$ cat config.mk
export PLATFORM = sky130hd
export DESIGN_NAME = pc_gen
export DESIGN_NICKNAME = d
export VERILOG_FILES = /design/src/rtl/pc_gen.sv
export SDC_FILE = /design/constraint.sdc
export NUM_CORES = 1
export LEC_CHECK = 0
export ABC_AREA = 0
export CORE_AREA = 10 10 129 131
export CTS_BUF_LIST = sky130_fd_sc_hd__clkbuf_4 sky130_fd_sc_hd__clkbuf_8
export DETAILED_ROUTE_END_ITERATION = 7
export DIE_AREA = 0 0 139 141
export GPL_ROUTABILITY_DRIVEN = 1
export MAX_ROUTING_LAYER = met4
export PLACE_DENSITY_LB_ADDON = 0.12
export RECOVER_POWER = 25
export SYNTH_ARGS = -nofsm -noshare
export SYNTH_HDL_FRONTEND = slang
export SYNTH_SLANG_ARGS = --single-unit
$ cat constraint.sdc
create_clock -name clk -period 1.9 [get_ports clk]
set_input_delay 0.285 -clock clk [delete_from_list [all_inputs] [get_ports clk]]
set_output_delay 0.285 -clock clk [all_outputs]
set_load 0.01 [all_outputs]
$ cat src/rtl/pc_gen.sv
// Fetch-PC generator: F-stage PC register, D-stage redirect decode, exception entry
// with stall-safe interrupt latching. Define PC_ALIGN_CHK_EN to build the fetch-address check.
module pc_gen #(
  parameter int unsigned     AW       = 32,
  parameter logic [AW-1:0]   RESET_PC = AW'(32'h0000_3000),
  parameter logic [AW-1:0]   EXC_VEC  = AW'(32'h0000_4180),
  parameter logic [AW-1:0]   IM_BASE  = AW'(32'h0000_3000),
  parameter logic [AW-1:0]   IM_BYTES = AW'(32'h0000_1000)
) (
  input  logic          clk,
  input  logic          reset,
  input  logic          stall,
  input  logic [2:0]    br_type,
  input  logic          cmp_zero,
  input  logic          cmp_more,
  input  logic          cmp_less,
  input  logic          is_j,
  input  logic          is_jr,
  input  logic          eret,
  input  logic [AW-1:0] pc4_d,
  input  logic [25:0]   i26_d,
  input  logic [AW-1:0] rs_d,
  input  logic [AW-1:0] epc,
  input  logic          irq,
  output logic [AW-1:0] pc_f,
  output logic [AW-1:0] pc4_f,
  output logic          bd_f,
  output logic          exc_taken,
  output logic          adel_f
);

  localparam logic [2:0] BR_NONE = 3'd0;
  localparam logic [2:0] BR_BEQ  = 3'd1;
  localparam logic [2:0] BR_BNE  = 3'd2;
  localparam logic [2:0] BR_BGTZ = 3'd3;
  localparam logic [2:0] BR_BLEZ = 3'd4;
  localparam logic [2:0] BR_BGEZ = 3'd5;
  localparam logic [2:0] BR_BLTZ = 3'd6;

  logic                 irq_pend;
  logic                 exc_req;
  logic                 br_taken;
  logic signed [AW-1:0] br_off;
  logic [AW-1:0]        br_tgt;
  logic [AW-1:0]        j_tgt;
  logic [AW-1:0]        pc_next;
  logic                 bd_next;

  always_comb begin
    br_taken = 1'b0;
    case (br_type)
      BR_BEQ:  br_taken = cmp_zero;
      BR_BNE:  br_taken = ~cmp_zero;
      BR_BGTZ: br_taken = cmp_more;
      BR_BLEZ: br_taken = ~cmp_more;
      BR_BGEZ: br_taken = ~cmp_less;
      BR_BLTZ: br_taken = cmp_less;
      default: br_taken = 1'b0;
    endcase
  end

  assign br_off = $signed({{(AW-18){i26_d[15]}}, i26_d[15:0], 2'b00});
  assign br_tgt = pc4_d + $unsigned(br_off);
  assign j_tgt  = {pc4_d[AW-1:28], i26_d, 2'b00};
  assign pc4_f  = pc_f + AW'(4);

  // A pending interrupt latched during a stall outranks everything once the stall lifts
  assign exc_req = irq | irq_pend;

  always_comb begin
    pc_next = pc4_f;
    if (exc_req)       pc_next = EXC_VEC;
    else if (eret)     pc_next = epc;
    else if (br_taken) pc_next = br_tgt;
    else if (is_j)     pc_next = j_tgt;
    else if (is_jr)    pc_next = rs_d;
  end

  // Untaken branches still own a delay slot; exception entry and eret do not
  assign bd_next = ((br_type != BR_NONE) | is_j | is_jr) & ~exc_req & ~eret;

  // ---- F-stage register boundary ----
  always_ff @(posedge clk or negedge reset) begin
    if (!reset) begin
      pc_f      <= RESET_PC;
      bd_f      <= 1'b0;
      exc_taken <= 1'b0;
      irq_pend  <= 1'b0;
    end else if (stall) begin
      exc_taken <= 1'b0;
      irq_pend  <= irq_pend | irq;
    end else begin
      pc_f      <= pc_next;
      bd_f      <= bd_next;
      exc_taken <= exc_req;
      irq_pend  <= 1'b0;
    end
  end

`ifdef PC_ALIGN_CHK_EN
  function automatic logic pc_bad(input logic [AW-1:0] pc);
    logic [AW:0] lo;
    logic [AW:0] hi;
    lo = {1'b0, IM_BASE};
    hi = {1'b0, IM_BASE} + {1'b0, IM_BYTES};
    return (pc[1:0] != 2'b00) || ({1'b0, pc} < lo) || ({1'b0, pc} >= hi);
  endfunction

  always_ff @(posedge clk or negedge reset) begin
    if (!reset)      adel_f <= 1'b0;
    else if (!stall) adel_f <= pc_bad(pc_next);
  end
`else
  assign adel_f = 1'b0;
`endif

endmodule

* Word-level counts from Yosys, hierarchy flattened
Cells that the tools add are included.
** Operators by class
- Shifts and indexed selects :: 0
- Order comparisons :: 0
- Reduce and logical (&&, ||, !) cells :: 1
- Muxes and demuxes :: 8
- Bitwise operators :: 10
- $mul :: 0
- Equal/unequal tests :: 6
- Divide/modulo/power cells :: 0
- Add/subtract/negate cells :: 2
** Operator list (count)
- $mux 32 :: 5
- $add 32x3->32 const B :: 1
- $add 32x32->32 :: 1
- $eq 3x3->1 const B :: 3
- $eq 3x2->1 const B :: 2
- $pmux 1 s6 :: 1
- $not 1->1 :: 5
- $eq 3x1->1 const B :: 1
- $or 1x1->1 :: 3
- $reduce_bool 3->1 :: 1
- $and 1x1->1 :: 2
- $mux 1 :: 2
** Storage, ports and cells
- Memory bits (writable) :: 0
- Memories :: 0
- Bits of input ports :: 135
- ROM bits :: 0
- Bits in registers :: 35
- Bits in latches :: 0

* Depth between registers and ports, before layout
Gate-level depths: netlist (run 1).
- Word-level depth :: 6
- Gate-level depth with buffers :: 10
- Depth with buffers taken out :: 10

* Worst setup path after synthesis (run 1)
OpenSTA, ideal clock, no wires.
- Kind :: input to register
- From :: input port pc4_d[2]
- To :: register pc_f[26]
- Setup slack :: -0.408 ns
- Buffers on the path :: 0
- Arrival time :: 2.184 ns
- Cell stages on the path :: 10
- Setup time :: 0.124 ns
- Path through :: ha_1 inv_1 fa_1 nand2b_1 a21oi_1 o41ai_4 a31oi_1 a21oi_1 xnor2_1 a211o_1
** Between the ends
- Word-level cells in the longest chain between the ends :: 4
** Ends and longest elaborated chain
- start, declared :: RTL line 20 : input logic [AW-1:0] pc4_d,
- $add 32x32->32 :: RTL line 63 : assign br_tgt = pc4_d + $unsigned(br_off);
- $mux 32 :: RTL line 74 : else if (br_taken) pc_next = br_tgt;
- $mux 32 :: RTL line 73 : else if (eret) pc_next = epc;
- $mux 32 :: RTL line 72 : if (exc_req) pc_next = EXC_VEC;
- end signal, assigned :: RTL line 93 : pc_f <= pc_next;
- end, declared :: RTL line 25 : output logic [AW-1:0] pc_f,
Every way passes these cells.
A chain may end at the register's enable or synchronous reset.

* Final worst setup path (run 1)
- From :: register pc_f[8]
- To :: output port pc4_f[31]
** Between the ends
- Word-level cells in the longest chain between the ends :: 1
** Ends and longest elaborated chain
- $add 32x3->32 :: RTL line 65 : assign pc4_f = pc_f + AW'(4);
- end, declared :: RTL line 26 : output logic [AW-1:0] pc4_f,
Every way passes these cells.

==> run summary, run 1 <==
max-slew violation count -> 0
layout cells sized above 1 -> 47.0%
fin cells -> 1,271
Final Setup Violations -> 41
# DRC -> 0
synthesized flop and latch total -> 35
Worst-path clk slew -> 0.09 ns
TritonCTS clock tree -> built
GPL Wtd Cong -> 1.02
Bufs and invs on worst path -> 3
Die W -> 139 um
worst setup path class -> flop to output port
CTS Buf Count -> 5
latest clock arrival within the worst-skew pair -> 0.31 ns
Setup WS pre-CTS -> -0.970 ns
Nets -> 1,252
Final Power -> 4.57 mW
outcome -> finished, violations left
ys async rst share -> 100%
root buf cell -> clkbuf_8
cells after synthesis -> 636
Post-synth EDFFs -> 0
Rows -> 44
Max-cap violations -> 0
arrival time worst endpoint -> 2.14 ns
worst setup margin -> -0.521 ns
fin crit period -> 2.42 ns
Synth top area share -> 17.2%
# clock sinks -> 35
total track usage -> 26.9%
critical path launch point type -> flop
synthesized area per cell -> 7.55 um2
core area -> 0.0142 mm2
placed insts -> 1,200
Worst IR Drop VDD -> 0.000268 V
synth warn -> 0
grt ovf -> 0
Via Count -> 7,140
drt pass-1 iters -> 7
wirelength, routed -> 27.9 mm
Unique masters post-synth -> 74
fmax -> 413 MHz
utilization after layout -> 72.3%
top post-synthesis cells by area -> dfrtp_1, ha_1, a21oi_1
period utilization -> 127%
Rel. slew slack -> 33.6%
CP Depth -> 8
synthesized area -> 0.00480 mm2
critical-path cell list -> buf_6, nand4_4, nor4_4, buf_4, and3_4, nand4_1, xnor2_2, buf_2
hold path depth -> 3
overall die height -> 141 um
largest net degree at the start of global routing -> 36
H-tree depth -> 2
post-DP HPWL -> 21.7 mm
initial antenna violation count -> 0
unrepaired setup endpoints after global routing -> yes
Hold/Removal Path Class -> input port to flop
Lkg Pwr -> 4.52 nW
Clock Skews -> 0.0108 ns
average wire per standard cell -> 22.0 um
r2r worst-path depth -> 10
worst-path maximum fanout -> 3
Primary FF master, synth -> dfrtp_1
crit end category -> output port
CP top delay family -> simple AND/OR/NAND/NOR gates
commonest non-fill, non-tap cell in the layout -> buf_4
Layout area overhead -> 114%
DRT antenna net count -> 0
Ant. Diodes -> 0
port buffer count -> 200
initial drt markers -> 462
slowest stage delay, CP -> 0.40 ns
Synthesized Nets -> 802
Pwr per Cell Area -> 445 mW/mm2
Starting Density -> 33.8%
WHS -> 0.323 ns
Required @ worst endpoint -> 1.62 ns
vias in the first global route -> 7,324
# IOs -> 202
final hold violation count -> 0
cell taking the most area after synthesis -> dfrtp_1
first-pass GRT wire length -> 41.4 mm
DIE AREA -> 0.0196 mm2
Clock Path Buffers -> 2
worst slew pin tran -> 0.996 ns
commonest cells after routing, fill and taps aside -> buf_4, clkdlybuf4s50_1, nand2_1
Slowest-stage cell, CP -> dfrtp_1
failing checks -> negative setup slack
sequential share of the synthesized area -> 18.3%
Avg Vias per Cell -> 5.62
[cell usage after synthesis (15+ instances only)]
cell type,instances
nor3_1,15
o21ai_0,47
dfrtp_1,33
nand2_1,71
xnor2_1,32
nand3_1,24
mux2i_1,15
nor2_1,49
clkbuf_1,17
o211ai_1,17
a21oi_1,57
ha_1,30
[stage by stage]
stage / TNS, ns / instance area (um2)
2_1_floorplan: -0.714 / 5060
3_3_place_gp: -30.01 / 8770
3_5_place_dp: -31.26 / 8770
4_1_cts: -11.56 / 9830
5_1_grt: -13.83 / 10300
6_report: -10.26 / 10300
[flip-flops by register name, summed over array words and instances, names as in the netlist]
name       flops
pc_f          32
bd_f           1
exc_taken      1
irq_pend       1
[power breakdown]
group | total, mW | internal, mW | switching (mW)
sequential | 0.896 | 0.825 | 0.0706
combinational | 2.91 | 1.53 | 1.38
clock | 0.760 | 0.425 | 0.335
[routing by layer]
layer	routed length [um]	GRT usage, %
met3	1660	3.66
met4	726	9.94
met2	14100	45.6
met5	0	-
met1	11400	31.9
[cell families after synthesis]
family / synth area share (%)
compound gates: 31.9
xor+xnor: 8.39
fa+ha+maj: 8.24
buf+inv: 4.87
flops: 18.3
mux: 3.60
other cells: 0.0781
simple gates: 24.6
[worst paths after layout]
path / start / endpoint / slack, ns
setup / recovery: pc_f[8]$_DFFE_PN0N_ / pc4_f[31] / -0.52
hold / removal: i26_d[8] / pc_f[10]$_DFFE_PN0N_ / 0.32
max in group asynchronous: reset / pc_f[4]$_DFFE_PN0N_ / 0.47
setup reg to reg: pc_f[8]$_DFFE_PN0N_ / pc_f[20]$_DFFE_PN0N_ / -0.42
hold reg to reg: bd_f$_DFFE_PN0N_ / bd_f$_DFFE_PN0N_ / 0.51
min in group asynchronous: reset / pc_f[7]$_DFFE_PN0N_ / 0.73
[layout make-up]
class | count | area (um2)
Clock buffer | 6 | 82.6
Clock inverter | 2 | 35.0
Fill cell | 1078 | 3940
Inverter | 13 | 48.8
Multi-Input combinational cell | 554 | 4870
Sequential cell | 35 | 886
Tap cell | 184 | 230
Timing Repair Buffer | 477 | 4120
[timing repair]
action	4_1_cts	5_1_grt
endpoints found under the setup margin	59	57
hold endpoints to repair	33	0
buffers inserted	44	32
gates cloned	1	0
hold buffers	1	0
pin swaps	110	84
resized for setup	350	103
[worst reg2reg max path: cells and delay by family, from the launching register on]
family / cells / cell delay [ns]
buf+inv: 3 / 0.45
flops: 1 / 0.40
xor+xnor: 1 / 0.18
simple gates: 3 / 0.58
compound gates: 2 / 0.42
mux: 1 / 0.18
Note: power is estimated with default switching activity, not from simulation.
==> run 2: changes to the inputs <==
Settings changed: CORE_AREA 10 10 129 131 to 10 10 132 134, DIE_AREA 0 0 139 141 to 0 0 142 144.
==> run summary, run 2 (synthesis gave the netlist of run 1 again) <==
Final Setup Violations -> 45 (+9.8%)
Hold/Removal Path Class -> input port to flop
CTS Buf Count -> 5 (unchanged)
Lkg Pwr -> 4.53 nW (+0.25%)
Nets -> 1,246 (-0.48%)
final instance area -> 0.0103 mm2 (+0.15%)
unrepaired setup endpoints after global routing -> yes
Clock Path Buffers -> 2 (unchanged)
wirelength, routed -> 27.4 mm (-1.7%)
Worst R2R Start -> pc_f[3]$_DFFE_PN0N_
final hold violation count -> 0 (unchanged)
commonest cells after routing, fill and taps aside -> buf_4, clkdlybuf4s50_1, nand2_1
initial antenna violation count -> 0 (unchanged)
Biggest register -> pc_f
worst slew pin tran -> 0.995 ns (-0.000130 ns)
worst setup path class -> flop to output port
fmax -> 439 MHz (+6.2%)
DIE AREA -> 0.0204 mm2 (+4.3%)
worst-path maximum fanout -> 8 (+5)
overall die height -> 144 um (+2.1%)
period utilization -> 120% (-7.5 points)
# DRC -> 0 (unchanged)
Setup WS pre-CTS -> -1.07 ns (-0.0954 ns)
DRT antenna net count -> 0 (unchanged)
fin cells -> 1,269 (-0.16%)
core area -> 0.0149 mm2 (+4.7%)
Clock Skews -> 0.00420 ns (-0.00664 ns)
initial drt markers -> 347 (-25%)
average wire per standard cell -> 21.6 um (-1.6%)
Layout area overhead -> 114%
Max-cap violations -> 0 (unchanged)
fin crit period -> 2.28 ns (-0.142 ns)
Ant. Diodes -> 0 (unchanged)
layout cells sized above 1 -> 48.8% (+1.8 points)
critical path launch point type -> flop
H-tree depth -> 2 (unchanged)
FILL cells -> 1,211 (+12%)
worst reg2reg path endpoint -> pc_f[14]$_DFFE_PN0N_
Rel. slew slack -> 33.6% (about the same)
drt pass-1 iters -> 5 (-2)
GPL Wtd Cong -> 0.953 (-6.5%)
worst setup margin -> -0.380 ns (+0.142 ns)
latest clock arrival within the worst-skew pair -> 0.30 ns (about the same)
crit end category -> output port
Via Count -> 6,954 (-2.6%)
area occupied by multi-input gates -> 0.00497 mm2 (+2.2%)
largest net degree at the start of global routing -> 36 (unchanged)
Avg Vias per Cell -> 5.48 (-2.5%)
critical hold path startpoint -> i26_d[8]
commonest non-fill, non-tap cell in the layout -> buf_4
TritonCTS clock tree -> built
worst reg2reg setup slack -> -0.30 ns (+0.12 ns)
# IOs -> 202 (unchanged)
hold path depth -> 3 (unchanged)
total track usage -> 25.5% (-1.3 points)
port buffer count -> 200 (unchanged)
Hold Path Sink -> pc_f[10]$_DFFE_PN0N_
Pwr per Cell Area -> 433 mW/mm2 (-2.8%)
Worst IR Drop VDD -> 0.000318 V (+19%)
Starting Density -> 32.3% (-1.5 points)
first-pass GRT wire length -> 40.5 mm (-2.2%)
Die W -> 142 um (+2.2%)
max-slew violation count -> 0 (unchanged)
# clock sinks -> 35 (unchanged)
max reg flops -> 32 (unchanged)
arrival time worst endpoint -> 1.99 ns (-0.15 ns)
r2r worst-path depth -> 11 (+1)
Worst-path clk slew -> 0.08 ns (about the same)
Required @ worst endpoint -> 1.62 ns (about the same)
post-DP HPWL -> 21.4 mm (-1.5%)
placed cell area -> 0.00876 mm2 (-0.11%)
root buf cell -> clkbuf_8
Rows -> 45 (+2.3%)
vias in the first global route -> 7,200 (-1.7%)
failing checks -> negative setup slack
grt ovf -> 0 (unchanged)
FF+latch area -> 887 um2 (+0.14%)
outcome -> finished, violations left
placed insts -> 1,207 (+0.58%)
[run 2: cell count changes in the layout (fill, tap and decap cells not counted), moves of 5 or more]
cell            previous run  this run
a21oi_1                   41        34
buf_12                     8         3
buf_2                     27        35
buf_4                    231       236
clkbuf_2                  15         5
dlygate4sd2_1             23         8
dlymetal6s2s_1             1         8
o21ai_2                   10         5
[run 2: cell type report]
class                           count  area share (%)
Multi-Input combinational cell    554            48.4
Timing Repair Buffer              471            39.4
Sequential cell                    35            8.63
Tap cell                          188            2.29
Clock buffer                        5           0.669
Inverter                           13           0.499
Clock inverter                      3           0.195
[run 2: worst max-delay path, cell delays in order, from the launching register on]
cell and delay [ns]:
dfrtp_1 0.41, nand4_4 0.15, nor4_4 0.35, buf_6 0.19, nand4_1 0.17, xnor2_2 0.24
buf_2 0.18
[run 2: worst max-delay path by stage]
stage                                    start                    to  slack (ns)
after floorplan                       pc4_d[2]  pc_f[26]$_DFFE_PN0N_       -0.16
after global placement                pc4_d[3]  pc_f[19]$_DFFE_PN0N_       -1.02
after detailed placement              i26_d[8]  pc_f[19]$_DFFE_PN0N_       -1.07
after CTS                 pc_f[13]$_DFFE_PN1N_             pc4_f[26]       -0.49
after global routing       pc_f[3]$_DFFE_PN0N_  pc_f[14]$_DFFE_PN0N_       -0.48
final                      pc_f[7]$_DFFE_PN0N_             pc4_f[22]       -0.38
[run 2: where the power goes]
part	internal [mW]	switching, mW
sequential	0.825	0.0739
combinational	1.58	1.40
clock	0.255	0.315
[run 2: layer usage]
metal	wire length (um)	part of all wire [%]	global-route usage, %
met1	11400	41	30.7
met4	531	1.9	4.84
met2	14200	52	45.8
met5	0	0	-
met3	1360	5.0	2.13
[run 2: what timing repair did]
item,in CTS,in global routing
buffers inserted,40,27
pin swaps,107,91
endpoints found under the hold margin,33,0
cloned,1,0
hold buffers,1,0
gates resized for setup,389,106
endpoints found under the setup margin,56,57
[run 2: per-stage QoR]
step           setup TNS (ns)  power [mW]  hold slack, ns  utilization (%)
3_3_place_gp           -30.09        3.38           0.265             59.0
2_1_floorplan          -0.714        1.95         -0.0106                -
6_report                -9.28        4.45           0.364             69.2
3_5_place_dp           -31.19        3.39           0.269             59.0
5_1_grt                -13.43        4.69           0.380             69.2
4_1_cts                 -9.74        4.26           0.340             65.6
==> run 3: changes to the inputs <==
Settings changed: CORE_AREA 10 10 132 134 to 10 10 103 142, DIE_AREA 0 0 142 144 to 0 0 113 152.
==> run summary, run 3 (synthesis gave the netlist of run 1 again) <==
GPL Wtd Cong -> 0.971 (+1.9%)
CTS Buf Count -> 5 (unchanged)
fmax -> 399 MHz (-9.1%)
hold-fix buffers at CTS -> 0 (-1)
average wire per standard cell -> 25.4 um (+17%)
post-DP HPWL -> 21.7 mm (+1.7%)
initial drt markers -> 741 (+110%)
# DRC -> 0 (unchanged)
TritonCTS clock tree -> built
max-slew violation count -> 33 (+33)
Clock Skews -> 0.0146 ns (+0.0104 ns)
DRT antenna net count -> 0 (unchanged)
Pwr per Cell Area -> 442 mW/mm2 (+2.2%)
H-tree depth -> 2 (unchanged)
Clock Path Buffers -> 2 (unchanged)
Via Count -> 7,690 (+11%)
grt ovf -> 0 (unchanged)
root buf cell -> clkbuf_8
Rel. slew slack -> -31.4% (-65 points)
outcome -> finished, violations left
Required @ worst endpoint -> 2.09 ns (+0.47 ns)
core area -> 0.0121 mm2 (-19%)
Rows -> 48 (+6.7%)
drt pass-1 iters -> 5 (unchanged)
wirelength, routed -> 31.2 mm (+14%)
vias in the first global route -> 7,990 (+11%)
Nets -> 1,243 (-0.24%)
DIE AREA -> 0.0172 mm2 (-16%)
Starting Density -> 39.8% (+7.5 points)
Biggest register -> pc_f
commonest non-fill, non-tap cell in the layout -> buf_4
worst-path maximum fanout -> 7 (-1)
largest net degree at the start of global routing -> 33 (-8.3%)
max reg flops -> 32 (unchanged)
first-pass GRT wire length -> 43.4 mm (+7.2%)
Hold/Removal Path Class -> input port to flop
Ant. Diodes -> 0 (unchanged)
Worst-path clk slew -> 0.09 ns (about the same)
Avg Vias per Cell -> 6.26 (+14%)
total track usage -> 32.2% (+6.6 points)
final hold violation count -> 0 (unchanged)
overall die height -> 152 um (+5.6%)
commonest cells after routing, fill and taps aside -> buf_4, clkdlybuf4s50_1, nand2_1
port buffer count -> 200 (unchanged)
utilization after layout -> 85.4% (+16 points)
slowest stage delay, CP -> 0.44 ns (+0.03 ns)
Lkg Pwr -> 4.54 nW (+0.17%)
WHS -> 0.308 ns (-0.0566 ns)
placed cell area -> 0.00873 mm2 (-0.40%)
failing checks -> max-capacitance violations, max-slew violations, negative setup slack
layout cells sized above 1 -> 47.9% (-0.98 points)
final instance area -> 0.0103 mm2 (+0.22%)
Die W -> 113 um (-20%)
Final Setup Violations -> 45 (unchanged)
worst setup margin -> -0.607 ns (-0.227 ns)
worst slew pin tran -> 1.97 ns (+0.976 ns)
# clock sinks -> 35 (unchanged)
critical path launch point type -> flop
Slowest-stage cell, CP -> dfrtp_1
worst setup path class -> flop to flop
Worst IR Drop VDD -> 0.000260 V (-18%)
Final Power -> 4.56 mW (+2.5%)
initial antenna violation count -> 0 (unchanged)
fin crit period -> 2.51 ns (+0.227 ns)
period utilization -> 132% (+12 points)
arrival time worst endpoint -> 2.70 ns (+0.71 ns)
Max-cap violations -> 1 (+1)
unrepaired setup endpoints after global routing -> yes
Layout area overhead -> 115%
latest clock arrival within the worst-skew pair -> 0.31 ns (about the same)
# IOs -> 202 (unchanged)
crit end category -> flop
critical-path cell list -> nand4_4, nor4_4, buf_4, buf_6, nand4_1, xnor2_2, mux2i_1, o21ai_2, a221o_1
## run 3: final cells by class
cell class	instances	area (um2)
clock buffers	6	76.3
clock inverters	2	12.5
fillers	648	1770
inverters	13	53.8
multi-input cells	554	5000
flip-flops and latches	35	887
well taps	150	188
repair buffers	468	4090
## run 3: stage by stage
step           setup slack (ns)  setup TNS (ns)  std cells
2_1_floorplan            -0.162          -0.714        636
3_3_place_gp             -0.845          -28.16       1169
3_5_place_dp             -0.938          -30.70       1169
4_1_cts                  -0.537          -10.24       1211
5_1_grt                  -0.629          -19.42       1228
6_report                 -0.607          -15.38       1228
## run 3: what timing repair did
item                       in CTS  in global routing
pin swaps                     114                 97
setup endpoints to repair      60                 58
buffers inserted               38                 24
resized for setup             382                108
cloned                          1                  0
## run 3: critical path: cells and delay by family (launching register included)
family	cells	cell delay, ns
buffers and inverters	2	0.31
XOR/XNOR	1	0.19
AND/OR/NAND/NOR	3	0.70
AO/OA/AOI/OAI	2	0.47
multiplexers	1	0.27
flip-flops	1	0.44
## run 3: metal layers
layer	global-route usage (%)	wire, um	up-vias
met4	18.1	2290	0
met2	56.8	16100	535
met3	5.75	2280	188
met5	-	0	-
li1	-	-	3292
met1	32.3	10500	3675
## run 3: final timing paths
path | cells after the start | slack (ns) | end | from
max reg2reg | 9 | -0.61 | pc_f[20]$_DFFE_PN0N_ | pc_f[7]$_DFFE_PN0N_
max | 9 | -0.61 | pc_f[20]$_DFFE_PN0N_ | pc_f[7]$_DFFE_PN0N_
min reg2reg | 2 | 0.52 | pc_f[0]$_DFFE_PN0P_ | pc_f[0]$_DFFE_PN0P_
min | 3 | 0.31 | pc_f[8]$_DFFE_PN0N_ | i26_d[6]
min in group asynchronous | 1 | 0.52 | pc_f[5]$_DFFE_PN0N_ | reset
max in group asynchronous | 1 | 0.10 | pc_f[4]$_DFFE_PN0N_ | reset
## run 3: power by group
part | switching (mW) | total [mW] | leakage (nW) | internal [mW]
Clock | 0.312 | 0.583 | 0.0446 | 0.271
Combinational | 1.50 | 3.07 | 4.06 | 1.57
Sequential | 0.0771 | 0.903 | 0.438 | 0.826
==> patch, RTL diff (flow settings as in run 3) <==
Register the input `irq` before use, without a reset. The logic sees it one clock later. The other inputs are not delayed to match.
--- a/src/rtl/pc_gen.sv
+++ b/src/rtl/pc_gen.sv
@@ -37,6 +37,12 @@
   localparam logic [2:0] BR_BGEZ = 3'd5;
   localparam logic [2:0] BR_BLTZ = 3'd6;
 
+  logic irq_q;
+
+  always_ff @(posedge clk) begin
+    irq_q <= irq;
+  end
+
   logic                 irq_pend;
   logic                 exc_req;
   logic                 br_taken;
@@ -65,7 +71,7 @@
   assign pc4_f  = pc_f + AW'(4);
 
   // A pending interrupt latched during a stall outranks everything once the stall lifts
-  assign exc_req = irq | irq_pend;
+  assign exc_req = irq_q | irq_pend;
 
   always_comb begin
     pc_next = pc4_f;
@@ -88,7 +94,7 @@
       irq_pend  <= 1'b0;
     end else if (stall) begin
       exc_taken <= 1'b0;
-      irq_pend  <= irq_pend | irq;
+      irq_pend  <= irq_pend | irq_q;
     end else begin
       pc_f      <= pc_next;
       bd_f      <= bd_next;
Behaviour: not the same (Yosys sat finds a counterexample within 4 cycles, from zero or initial values and one cycle with reset low).
==> patch against run 3 <==
The run ends with negative setup slack left; worst setup slack worse by 0.067 ns; cell area is 2.7% higher; sequential cell count increased by 1; sequential share of layout area is essentially flat; synthesized area is 0.42% higher; wire length increased by 10%; total power is 5.3% higher; critical path type unchanged; largest cell class unchanged; highest routed layer unchanged.
==> patch: results (changes against run 3) <==
metric;value;unit;change
status;finished with violations;;
violations;negative setup slack;;
drtIter0Drc;999;;+35%
syn_nets;803;;+0.12%
avgRoutedWirePerCell;27.1;um;+6.7%
globalplace.congestion;0.973;;+0.21%
grt_pass1_wl;45500;um;+4.8%
final-setup-viol-count;48;;+6.7%
grt_pass1_vias;8322;;+4.2%
synth_compound_area_share;31.7;%;-0.13 points
hold_path.class;input port to asynchronous set/reset pin;;
tightest_slew;1.01;ns;-0.961 ns
grt_max_degree;36;;+9.1%
drive_above_1_share;49.9;%;+2.0 points
synth_seq_area_share;18.6;%;+0.34 points
pre_cts_ws;-0.986;ns;-0.0480 ns
dpl_cell_area;8820;um2;+1.1%
synth-async-reset-ratio;97.2;%;-2.8 points
grtUsageTotal;33.7;%;+1.5 points
synthAdderAreaFrac;8.20;%;-0.034 points
nets;1281;;+3.1%
hold_slack;0.214;ns;-0.0938 ns
dp.cells;1180;;+0.94%
fin_ws;-0.673;ns;-0.0667 ns
leakagePower;4.79;nW;+5.5%
final_util;87.6;%;+2.3 points
rr_startpoint;pc_f[4];;
synth_area_leaders;dfrtp_1, ha_1, a21oi_1;;
cp-endpoint;pc_f[14];;
startpoint;pc_f[4];;
fillers;535;;-17%
ff2ff_path_depth;13;;+4
dpl.hpwl;22000;um;+1.1%
arrival;2.75;ns;+0.05 ns
==> patch: power breakdown <==
part / internal [mW] / switching (mW) / leakage [nW]
Clock: 0.347 / 0.338 / 0.0549
Combinational: 1.62 / 1.57 / 4.29
Sequential: 0.847 / 0.0817 / 0.447
Total: 2.81 / 1.99 / 4.79
==> patch: kinds of logic (layout without fill, tap and decap cells) <==
family,count (synthesis),in the layout
AOI/OAI and AO/OA,230,230
xor gates and xnor gates,46,46
adders and majority gates,31,31
buffers and inverters,47,526
DFF,36,36
muxes,17,17
other,1,3
and+or+nand+nor,229,229
==> patch: routing by layer <==
layer / routed length, um / vias to the layer above / GRT usage (%)
li1: - / 3370 / -
met1: 11300 / 3875 / 33.5
met2: 16800 / 751 / 58.9
met3: 3050 / 293 / 5.28
met4: 3180 / 0 / 22.2
met5: 0 / - / -
==> patch: critical path: stages (launching register included) <==
cell and delay [ns]:
dfrtp_2 0.43, buf_6 0.11, buf_6 0.09, buf_6 0.09, nand4_1 0.18, buf_4 0.21, nor4_4 0.15, xor2_1 0.14
buf_4 0.16, buf_6 0.10, mux2i_1 0.39, nor2_1 0.11, a211oi_2 0.23, a211oi_2 0.06
==> patch: layout make-up <==
cell class                      count  share of cell area (%)
Clock buffer                        8                   0.982
Sequential cell                    36                    8.57
Timing Repair Buffer              505                    41.1
Multi-Input combinational cell    554                    47.0
Antenna cell                        2                  0.0473
Inverter                           13                   0.485
Tap cell                          150                    1.77
==> patch: timing repair <==
| item | 4_1_cts | 5_1_grt |
|---|---|---|
| pin swaps | 94 | 96 |
| resized for setup | 370 | 135 |
| buffers inserted | 48 | 42 |
| endpoints found under the setup margin | 58 | 57 |
